### src/rtl/riscv_mem_pkg.sv
// Shared load/store unit types: funct3 access encodings, LSU state enum and
// the alignment legality check used by the MEM stage.
package riscv_mem_pkg;

  localparam logic [2:0] F3_B  = 3'b000;
  localparam logic [2:0] F3_H  = 3'b001;
  localparam logic [2:0] F3_W  = 3'b010;
  localparam logic [2:0] F3_D  = 3'b011;
  localparam logic [2:0] F3_BU = 3'b100;
  localparam logic [2:0] F3_HU = 3'b101;
  localparam logic [2:0] F3_WU = 3'b110;

  typedef enum logic [1:0] {
    IDLE = 2'd0,
    REQ  = 2'd1,
    RESP = 2'd2
  } lsu_state_t;

  // Doubleword and unsigned-word accesses only exist on a 64-bit datapath.
  function automatic logic misaligned(input logic [2:0] funct3,
                                      input logic [2:0] off,
                                      input logic       is64);
    logic bad;
    case (funct3)
      F3_B, F3_BU: bad = 1'b0;
      F3_H, F3_HU: bad = off[0];
      F3_W:        bad = |off[1:0];
      F3_WU:       bad = !is64 || (|off[1:0]);
      F3_D:        bad = !is64 || (|off);
      default:     bad = 1'b1;
    endcase
    return bad;
  endfunction

endpackage

### src/rtl/lsu_align.sv
// Combinational byte-lane steering: store enables/replication, load
// extraction with sign/zero extension, and misalign detection.
module lsu_align
  import riscv_mem_pkg::*;
#(
  parameter  int XLEN   = 32,
  localparam int NBYTES = XLEN / 8,
  localparam int OFFW   = $clog2(XLEN / 8)
) (
  input  logic [2:0]        st_funct3,
  input  logic [2:0]        st_addr_lo,
  input  logic [XLEN-1:0]   st_data,
  input  logic [2:0]        ld_funct3,
  input  logic [OFFW-1:0]   ld_off,
  input  logic [XLEN-1:0]   ld_rdata,
  output logic [NBYTES-1:0] be,
  output logic [XLEN-1:0]   wdata,
  output logic [XLEN-1:0]   ld_data,
  output logic              misalign
);

  logic [OFFW-1:0] st_off;
  logic [7:0]      size_mask;
  logic [15:0]     be_wide;
  logic [XLEN-1:0] sh;

  assign st_off   = st_addr_lo[OFFW-1:0];
  assign misalign = misaligned(st_funct3, st_addr_lo, XLEN == 64);
  assign be       = be_wide[NBYTES-1:0];

  always_comb begin
    case (st_funct3[1:0])
      2'd0:    size_mask = 8'h01;
      2'd1:    size_mask = 8'h03;
      2'd2:    size_mask = 8'h0F;
      default: size_mask = 8'hFF;
    endcase
    be_wide = {8'h00, size_mask} << st_off;

    // Replicate so the addressed lanes carry the data whatever the offset.
    case (st_funct3[1:0])
      2'd0:    wdata = {NBYTES{st_data[7:0]}};
      2'd1:    wdata = {(NBYTES / 2){st_data[15:0]}};
      2'd2:    wdata = {(XLEN / 32){st_data[31:0]}};
      default: wdata = st_data;
    endcase
  end

  always_comb begin
    sh = ld_rdata >> {ld_off, 3'b000};
    case (ld_funct3)
      F3_B:    ld_data = XLEN'($signed(sh[7:0]));
      F3_H:    ld_data = XLEN'($signed(sh[15:0]));
      F3_W:    ld_data = XLEN'($signed(sh[31:0]));
      F3_BU:   ld_data = XLEN'(sh[7:0]);
      F3_HU:   ld_data = XLEN'(sh[15:0]);
      F3_WU:   ld_data = XLEN'(sh[31:0]);
      default: ld_data = sh;
    endcase
  end

endmodule

### src/rtl/memory_stage_lsu.sv
// MEM stage with MEM/WB register driving a req/gnt/rvalid data-memory port;
// stalls upstream while a request or read response is outstanding.
module memory_stage_lsu
  import riscv_mem_pkg::*;
#(
  parameter  int XLEN       = 32,
  parameter  int REG_ADDR_W = 5,
  localparam int NBYTES     = XLEN / 8,
  localparam int OFFW       = $clog2(XLEN / 8)
) (
  input  logic                  clk,
  input  logic                  rst,
  input  logic                  RegWriteM,
  input  logic                  MemtoRegM,
  input  logic                  JumpM,
  input  logic                  MemReadM,
  input  logic                  MemWriteM,
  input  logic [2:0]            Funct3M,
  input  logic [REG_ADDR_W-1:0] WriteReg_M,
  input  logic [XLEN-1:0]       PCPlus4M,
  input  logic [XLEN-1:0]       ALU_ResultM,
  input  logic [XLEN-1:0]       WriteDataM,
  output logic                  dmem_req,
  output logic                  dmem_we,
  output logic [NBYTES-1:0]     dmem_be,
  output logic [XLEN-1:0]       dmem_addr,
  output logic [XLEN-1:0]       dmem_wdata,
  input  logic                  dmem_gnt,
  input  logic                  dmem_rvalid,
  input  logic [XLEN-1:0]       dmem_rdata,
  output logic                  StallM,
  output logic                  RegWriteW,
  output logic                  MemtoRegW,
  output logic                  JumpW,
  output logic                  MisalignW,
  output logic [REG_ADDR_W-1:0] WriteReg_W,
  output logic [XLEN-1:0]       PCPlus4W,
  output logic [XLEN-1:0]       ALU_ResultW,
  output logic [XLEN-1:0]       ReadDataW
);

  lsu_state_t state, state_nx;

  logic              mem_op, misalign, legal, trap;
  logic [NBYTES-1:0] be_cur, req_be;
  logic [XLEN-1:0]   wdata_cur, req_wdata;
  logic [XLEN-1:0]   addr_cur, req_addr;
  logic [XLEN-1:0]   ld_data;
  logic              req_we;
  logic [2:0]        req_funct3;
  logic [OFFW-1:0]   req_off;

  assign mem_op   = MemReadM | MemWriteM;
  assign trap     = mem_op & misalign;
  assign legal    = mem_op & ~misalign;
  assign addr_cur = {ALU_ResultM[XLEN-1:OFFW], {OFFW{1'b0}}};

  lsu_align #(.XLEN(XLEN)) u_align (
    .st_funct3  (Funct3M),
    .st_addr_lo (ALU_ResultM[2:0]),
    .st_data    (WriteDataM),
    .ld_funct3  (req_funct3),
    .ld_off     (req_off),
    .ld_rdata   (dmem_rdata),
    .be         (be_cur),
    .wdata      (wdata_cur),
    .ld_data    (ld_data),
    .misalign   (misalign)
  );

  // Request fields are latched at issue and drive the port through REQ/RESP.
  always_ff @(posedge clk) begin
    if (state == IDLE && legal) begin
      req_addr   <= addr_cur;
      req_be     <= be_cur;
      req_wdata  <= wdata_cur;
      req_we     <= MemWriteM;
      req_funct3 <= Funct3M;
      req_off    <= ALU_ResultM[OFFW-1:0];
    end
  end

  always_ff @(posedge clk or negedge rst) begin
    if (!rst) state <= IDLE;
    else      state <= state_nx;
  end

  always_comb begin
    state_nx   = state;
    dmem_req   = 1'b0;
    StallM     = 1'b0;
    dmem_we    = MemWriteM;
    dmem_be    = be_cur;
    dmem_addr  = addr_cur;
    dmem_wdata = wdata_cur;
    case (state)
      IDLE: begin
        if (legal) begin
          dmem_req = 1'b1;
          if (!dmem_gnt) begin
            state_nx = REQ;
            StallM   = 1'b1;
          end else if (!MemWriteM) begin
            state_nx = RESP;
            StallM   = 1'b1;
          end
        end
      end
      REQ: begin
        dmem_req   = 1'b1;
        dmem_we    = req_we;
        dmem_be    = req_be;
        dmem_addr  = req_addr;
        dmem_wdata = req_wdata;
        StallM     = 1'b1;
        if (dmem_gnt) begin
          // A store granted here completes now so the held op is not reissued.
          if (req_we) begin
            state_nx = IDLE;
            StallM   = 1'b0;
          end else begin
            state_nx = RESP;
          end
        end
      end
      RESP: begin
        dmem_we    = req_we;
        dmem_be    = req_be;
        dmem_addr  = req_addr;
        dmem_wdata = req_wdata;
        StallM     = 1'b1;
        if (dmem_rvalid) begin
          state_nx = IDLE;
          StallM   = 1'b0;
        end
      end
      default: state_nx = IDLE;
    endcase
  end

  // MEM/WB boundary: bubble while stalled so each op writes back exactly once.
  always_ff @(posedge clk or negedge rst) begin
    if (!rst) begin
      RegWriteW   <= 1'b0;
      MemtoRegW   <= 1'b0;
      JumpW       <= 1'b0;
      MisalignW   <= 1'b0;
      WriteReg_W  <= '0;
      PCPlus4W    <= '0;
      ALU_ResultW <= '0;
      ReadDataW   <= '0;
    end else if (StallM) begin
      RegWriteW   <= 1'b0;
      MemtoRegW   <= 1'b0;
      JumpW       <= 1'b0;
      MisalignW   <= 1'b0;
    end else begin
      RegWriteW   <= RegWriteM & ~trap;
      MemtoRegW   <= MemtoRegM;
      JumpW       <= JumpM;
      MisalignW   <= trap;
      WriteReg_W  <= WriteReg_M;
      PCPlus4W    <= PCPlus4M;
      ALU_ResultW <= ALU_ResultM;
      ReadDataW   <= (state == RESP) ? ld_data : '0;
    end
  end

endmodule
### config.mk
export PLATFORM = sky130hd
export DESIGN_NAME = memory_stage_lsu
export DESIGN_NICKNAME = d
export VERILOG_FILES = /design/src/rtl/riscv_mem_pkg.sv /design/src/rtl/lsu_align.sv /design/src/rtl/memory_stage_lsu.sv
export SDC_FILE = /design/constraint.sdc
export NUM_CORES = 1
export LEC_CHECK = 0
export BUFFER_PORTS_ARGS = -buffer_cell sky130_fd_sc_hd__buf_2
export CORE_AREA = 2 2 137 139
export CTS_BUF_LIST = sky130_fd_sc_hd__clkbuf_16
export DETAILED_ROUTE_END_ITERATION = 12
export DIE_AREA = 0 0 139 141
export GPL_TIMING_DRIVEN = 0
export PLACE_DENSITY = 0.86
export SETUP_SLACK_MARGIN = 0.1
export SYNTH_ARGS = -nofsm -noshare
export SYNTH_HDL_FRONTEND = slang
export SYNTH_HIERARCHICAL = 1
export SYNTH_SLANG_ARGS = --single-unit
### constraint.sdc
create_clock -name clk -period 8.6 [get_ports clk]
set_input_delay 0.86 -clock clk [delete_from_list [all_inputs] [get_ports clk]]
set_output_delay 0.86 -clock clk [all_outputs]
set_load 0.01 [all_outputs]
Yosys cells after proc, flatten, opt, wreduce, memory -nomap -nowiden. Index checks and enable logic that the tools add are counted.

Register bits after elaboration: 179. Latch bits: 0. Bits in writable memories: 0. Bits in read-only memories: 0. Bits of input ports: 145. Output and inout port bits: 176. Word-level logic and storage cells: 77. Memories: 0.

Add/sub/neg operators: 0. Multiply operators: 0. Divide/modulo/power cells: 0. Magnitude comparators: 0. Eq/ne operators: 15. Shift-type cells: 2. Multiplexer cells: 29. Bitwise logic cells: 6. Reduce and logical (&&, ||, !) cells: 10.

Operators with widths (number): case mux 32 bit (4 select lines) (1); two-way mux 32 bit (3); case mux 32 bit (2 select lines) (1); >> shifter 32 x 5 -> 32 bit (1); case mux 8 bit (3 select lines) (1); == test 3 bit, second input constant (4); two-way mux 1 bit (12); two-way mux 2 bit (6); OR reduction 2 bit (4); << shifter 8 x 2 -> 4 bit (1); == test 3 x 1 -> 1 bit, second input constant (2); zero test 3 bit (2); != test 2 bit, second input constant (3); case mux 1 bit (3 select lines) (2); case mux 2 bit (3 select lines) (1); == test 2 x 1 -> 1 bit, second input constant (2); == test 2 bit, second input constant (2); zero test 2 bit (2); two-way mux 4 bit (1); AND reduction 4 bit (1); bitwise AND 1 bit (3); == test 3 x 2 -> 1 bit, second input constant (1); != test 3 bit, second input constant (1); inverter 1 bit (2); other kinds (3) (3).

Depth between registers and ports, before layout.
Depth in word-level cells: 8. Depth in mapped cells: 10. Depth with buffers taken out: 7.

Cells and area by module. Netlist, hierarchy kept.

Modules (own cells, without submodules): memory_stage_lsu (times used 1, cells each 471, area an instance 7592.3 µm², sequential area each 4839.6 µm²); lsu_align (times used 1, cells each 180, area an instance 1340.0 µm², sequential area each 0.0 µm²).

Worst setup path after synthesis. OpenSTA, ideal clock, no wires.

Kind: input to output. Start point: in Funct3M[1]. End point: out dmem_req. Arrival time: 7.184 ns. Data required time: 7.740 ns. Setup slack: 0.556 ns. Stages: 6. Path buffers: 2. Cell sequence: clkbuf_1 -> clkbuf_1 -> a21oi_1 -> a21oi_1 -> nor3_1 -> or2_2.

Cells in the longest elaborated chain, start to end: 7. Elaborated cells between the ends (all ways): 12. Those cells by class: 4 x eq/ne; 3 x mux; 2 x bitwise; 3 x reduce/logical.

RTL lines: start, declared (RTL line memory_stage_lsu.sv:18) `input logic [2:0] Funct3M,`; == test 3 x 1 -> 1 bit (tied with other cells) (RTL line riscv_mem_pkg.sv:24) `case (funct3)`; OR reduction 2 bit (RTL line riscv_mem_pkg.sv:24); case mux 1 bit (3 select lines) (*) (RTL line riscv_mem_pkg.sv:24); via misalign (RTL line memory_stage_lsu.sv:44) `logic mem_op, misalign, legal, trap;`; inverter 1 bit (*) (RTL line memory_stage_lsu.sv:55) `assign legal = mem_op & ~misalign;`; bitwise AND 1 bit (*) (RTL line memory_stage_lsu.sv:55); two-way mux 1 bit (*) (RTL line memory_stage_lsu.sv:98) `if (legal) begin`; case mux 1 bit (2 select lines) (*) (RTL line memory_stage_lsu.sv:96) `case (state)`; end, declared (RTL line memory_stage_lsu.sv:23) `output logic dmem_req,`.

The timed path passes the listed nets; every way through them passes the cells marked *.

Final worst setup path.
Start point: in Funct3M[1]. End point: out StallM.

Cells in the longest elaborated chain, start to end: 7. Elaborated cells between the ends (all ways): 12. Those cells by class: 4 x eq/ne; 3 x mux; 2 x bitwise; 3 x reduce/logical.

RTL lines: == test 3 x 1 -> 1 bit (tied with other cells) (RTL line riscv_mem_pkg.sv:24); OR reduction 2 bit (RTL line riscv_mem_pkg.sv:24); case mux 1 bit (3 select lines) (*) (RTL line riscv_mem_pkg.sv:24); via misalign (RTL line memory_stage_lsu.sv:44); inverter 1 bit (*) (RTL line memory_stage_lsu.sv:55); bitwise AND 1 bit (*) (RTL line memory_stage_lsu.sv:55); two-way mux 1 bit (*) (RTL line memory_stage_lsu.sv:98); case mux 1 bit (3 select lines) (*) (RTL line memory_stage_lsu.sv:96); end, declared (RTL line memory_stage_lsu.sv:31) `output logic StallM,`.

Marked as above.

==> reports/results.tsv <==
stage	metric	value	unit
clocking	CTS buffer count	17	
synthesis	Netlist Area Pre-Place	8932	um^2
floorplan	Die X	139	um
setup_path	CP cell instances	buf_2 > clkbuf_1 > clkbuf_1 > a21oi_1 > a21oi_1 > nor2_1 > a31oi_2 > buf_6 > inv_4 > buf_6 > buf_2	
timing	hold_ws	409.9	ps
final_layout	nets@finish	1146	
timing	Fin. Hold Viols	0	
synthesis	Unique masters post-synth	43	
setup_path	max incr delay on CP	550	ps
global_route	vias in the first global route	6588	
timing	clock skew	14.73	ps
setup_path	crit-path max FO	10	
global_route	Tot GR Track Use	0.2244	
clocking	H-Tree Depth	4	
timing	Pins Over Slew Limit	0	
global_route	first-pass GRT wire length	34760	um
synthesis	flops & latches, synth	179	
clocking	Reg clk slew, reported paths	70	ps
detailed_routing	via count	6405	
timing	slew margin rel.	0.5496	
synthesis	Syn Inst Count	651	
clocking	clk root buf	clkbuf_16	
setup_path	Crit-path slowest cell	a21oi_1	
power_and_ir_drop	clock power share	0.210	
synthesis	ys flop type	dfrtp_1	
job	MaxCap Viol Count	0	
clocking	CTS tree	done	
timing	FMAX	0.2259	GHz
global_route	largest net degree at the start of global routing	70	
clocking	CTS Buffer Depth	2	
final_layout	layout cells sized above 1	0.5703	
floorplan	Initial Util	0.4890	
power_and_ir_drop	Net Sw Frac	0.3641	
timing	final worst-path cycle share	0.5148	
power_and_ir_drop	Comb power frac	0.456	
power_and_ir_drop	Lkg Pwr	5.517	nW
detailed_routing	drt first pass iters	4	
timing	RSZ-0062 raised after global routing	no	
clocking	Post-CTS Setup Bufs	0	
placement	I/O Buffers	318	
clocking	Num Clock Sinks	179	
setup_path	Worst EP required	7740	ps
clocking	Clk Latency, worst-skew pair	430	ps
synthesis	asr flop ratio synth	0.5978	
power_and_ir_drop	Flop pwr share	0.334	
floorplan	Total Die Area	19600	um^2
final_layout	post-route insts no fill	1244	
timing	worst slew pin tran	675.5	ps
setup_path	family with the most delay on the worst path	buffers and inverters	
power_and_ir_drop	pwr/cell area	329.8	nW/um^2
power_and_ir_drop	Max VDD drop	0.1732	mV
setup_path	Setup Crit Path Kind	primary input to output pin	
setup_path	Crit path buffers/inverters	7	
setup_path	Critical Path Sink Type	output pin	
setup_path	crit start category	primary input	
detailed_routing	initial drt markers	289	
timing	fin crit period	4428	ps
global_route	initial antenna violation count	0	
detailed_routing	Antenna Nets Post-Route	0	
floorplan	I/O Pins	321	
power_and_ir_drop	Psw	0.001388	W
global_route	aggregate global routing overflow	0	
clocking	Hold-fix buffers, CTS	0	
min_path	HP Class	primary input to asynchronous set/reset pin	
placement	Final HPWL DP	16880	um
timing	Final setup viols	0	
run_status	status	complete, no violations	
detailed_routing	vias per cell	5.149	
synthesis	Syn. warnings	6	
placement	Post-Place Cells	1212	
detailed_routing	Final Routed Wirelength	22310	um
clocking	CTS resizes	0	
synthesis	Seq/Total Area, Yosys	0.5418	
floorplan	CORE AREA	18270	um^2
detailed_routing	post-route DRC violation count	0	
final_layout	Antenna Cells	0	
floorplan	Site Rows	50	
synthesis	number of synthesized flops with an enable pin	72	
detailed_routing	WL/cell	17.93	um
setup_path	R2R setup slack	6080	ps
placement	GPL Wtd Cong	0.9107	
setup_path	crit path DAT	3570	ps
final_layout	Synth-to-Final Area Change	29.39	%
floorplan	Die Ht	141	um
power_and_ir_drop	P_int	0.002424	W
synthesis	Mean Syn Cell Area	13.72	um^2
## layout by cell type (no fill, tap or decap), types with 2 or more instances in the layout
cell,instances
a21oi_1,19
and2_1,2
buf_1,6
buf_2,323
buf_4,15
buf_6,15
buf_8,2
clkbuf_1,12
clkbuf_16,18
clkinv_4,2
clkinv_8,3
conb_1,2
dfrtp_1,107
edfxtp_1,72
ha_1,4
inv_1,36
inv_12,2
inv_6,2
inv_8,4
mux2_2,90
mux2_4,71
mux2i_1,56
nand2_1,66
nand2b_1,2
nor2_1,10
nor2b_1,3
o211ai_1,7
o211ai_2,10
o21ai_0,18
or2_2,9
## cells by family after synthesis
group                      share of synthesized area
muxes                                         0.2968
buffers and inverters                        0.05197
DFF                                           0.5418
and+or+nand+nor                              0.04861
other                                      0.0004198
adders and majority gates                   0.005603
AOI/OAI and AO/OA                            0.05477
## registers in the layout, summed over array words and instances (netlist names), 2 cells and up
| register | cells |
|---|---|
| req_addr | 30 |
| req_off | 2 |
| ALU_ResultW | 32 |
| WriteReg_W | 5 |
| req_funct3 | 3 |
| state | 2 |
| ReadDataW | 32 |
| req_be | 4 |
| req_wdata | 32 |
| PCPlus4W | 32 |
## path summary, 6_finish.rpt
| check | start | end | cells after the start |
|---|---|---|---|
| max in group asynchronous | rst | ReadDataW[3]$_DFFE_PN0N_ | 2 |
| min in group clk | PCPlus4W[17]$_DFFE_PN0N_ | PCPlus4W[17]$_DFFE_PN0N_ | 1 |
| hold / removal | rst | JumpW$_DFF_PN0_ | 1 |
| setup / recovery | Funct3M[1] | StallM | 11 |
| setup reg to reg | state[0]$_DFFE_PN0P_ | ALU_ResultW[22]$_DFFE_PN0N_ | 10 |
| hold reg to reg | PCPlus4W[17]$_DFFE_PN0N_ | PCPlus4W[17]$_DFFE_PN0N_ | 1 |
## per-layer routing
metal  share of wire  track usage
met3           0.080      0.06556
met5               0            0
met1            0.40       0.2775
met4           0.016      0.06645
met2            0.51       0.3842
## through the flow
| step | power (W) | util | cell area [um^2] | setup slack (ps) | TNS [ps] |
|---|---|---|---|---|---|
| after global placement | 0.002993 | 0.5923 | 10820 | -2556 | -109900 |
| after floorplan | 0.002412 | - | 8936 | 556.1 | 0 |
| after global routing | 0.004008 | 0.6327 | 11560 | 4056 | 0 |
| final | 0.003812 | 0.6327 | 11560 | 4172 | 0 |
| after detailed placement | 0.003036 | 0.5988 | 10940 | 4239 | 0 |
| after CTS | 0.003846 | 0.6327 | 11560 | 4235 | 0 |
## cells in the mapped netlist, types with 2 or more instances
cell type,number,area (um^2)
ha_1,4,50.05
mux2_2,90,1013
nand2_1,66,247.7
nor2b_1,3,18.77
inv_1,36,135.1
nand2b_1,2,12.51
edfxtp_1,72,2162
dfrtp_1,107,2678
buf_1,6,22.52
o211ai_1,7,52.55
mux2_4,71,1066
o211ai_2,10,125.1
nor2_1,10,37.54
mux2i_1,56,560.5
nor3_1,2,10.01
and2_1,2,12.51
or2_2,9,56.30
clkbuf_1,12,45.04
o21ai_0,18,90.09
a21oi_1,19,95.09
buf_6,9,101.4
buf_2,6,30.03
buf_4,14,105.1
## power by group through the flow
stage                     Combinational, W  Clock (W)  Sequential, W
after floorplan                    0.00104          0        0.00137
after global placement             0.00171          0        0.00129
after global routing               0.00186   0.000852        0.00130
after CTS                          0.00176   0.000815        0.00127
after detailed placement           0.00176          0        0.00128
final                              0.00174   0.000800        0.00127
## cell type report
class	count	area (um^2)
Buffer	48	319.1
Clock buffer	18	450.4
Clock inverter	14	168.9
Fill cell	1414	6710
Inverter	38	145.1
Multi-Input combinational cell	387	3637
Sequential cell	179	4840
Tap cell	234	292.8
Timing Repair Buffer	326	1704
Note: power is estimated with default switching activity, not from simulation.
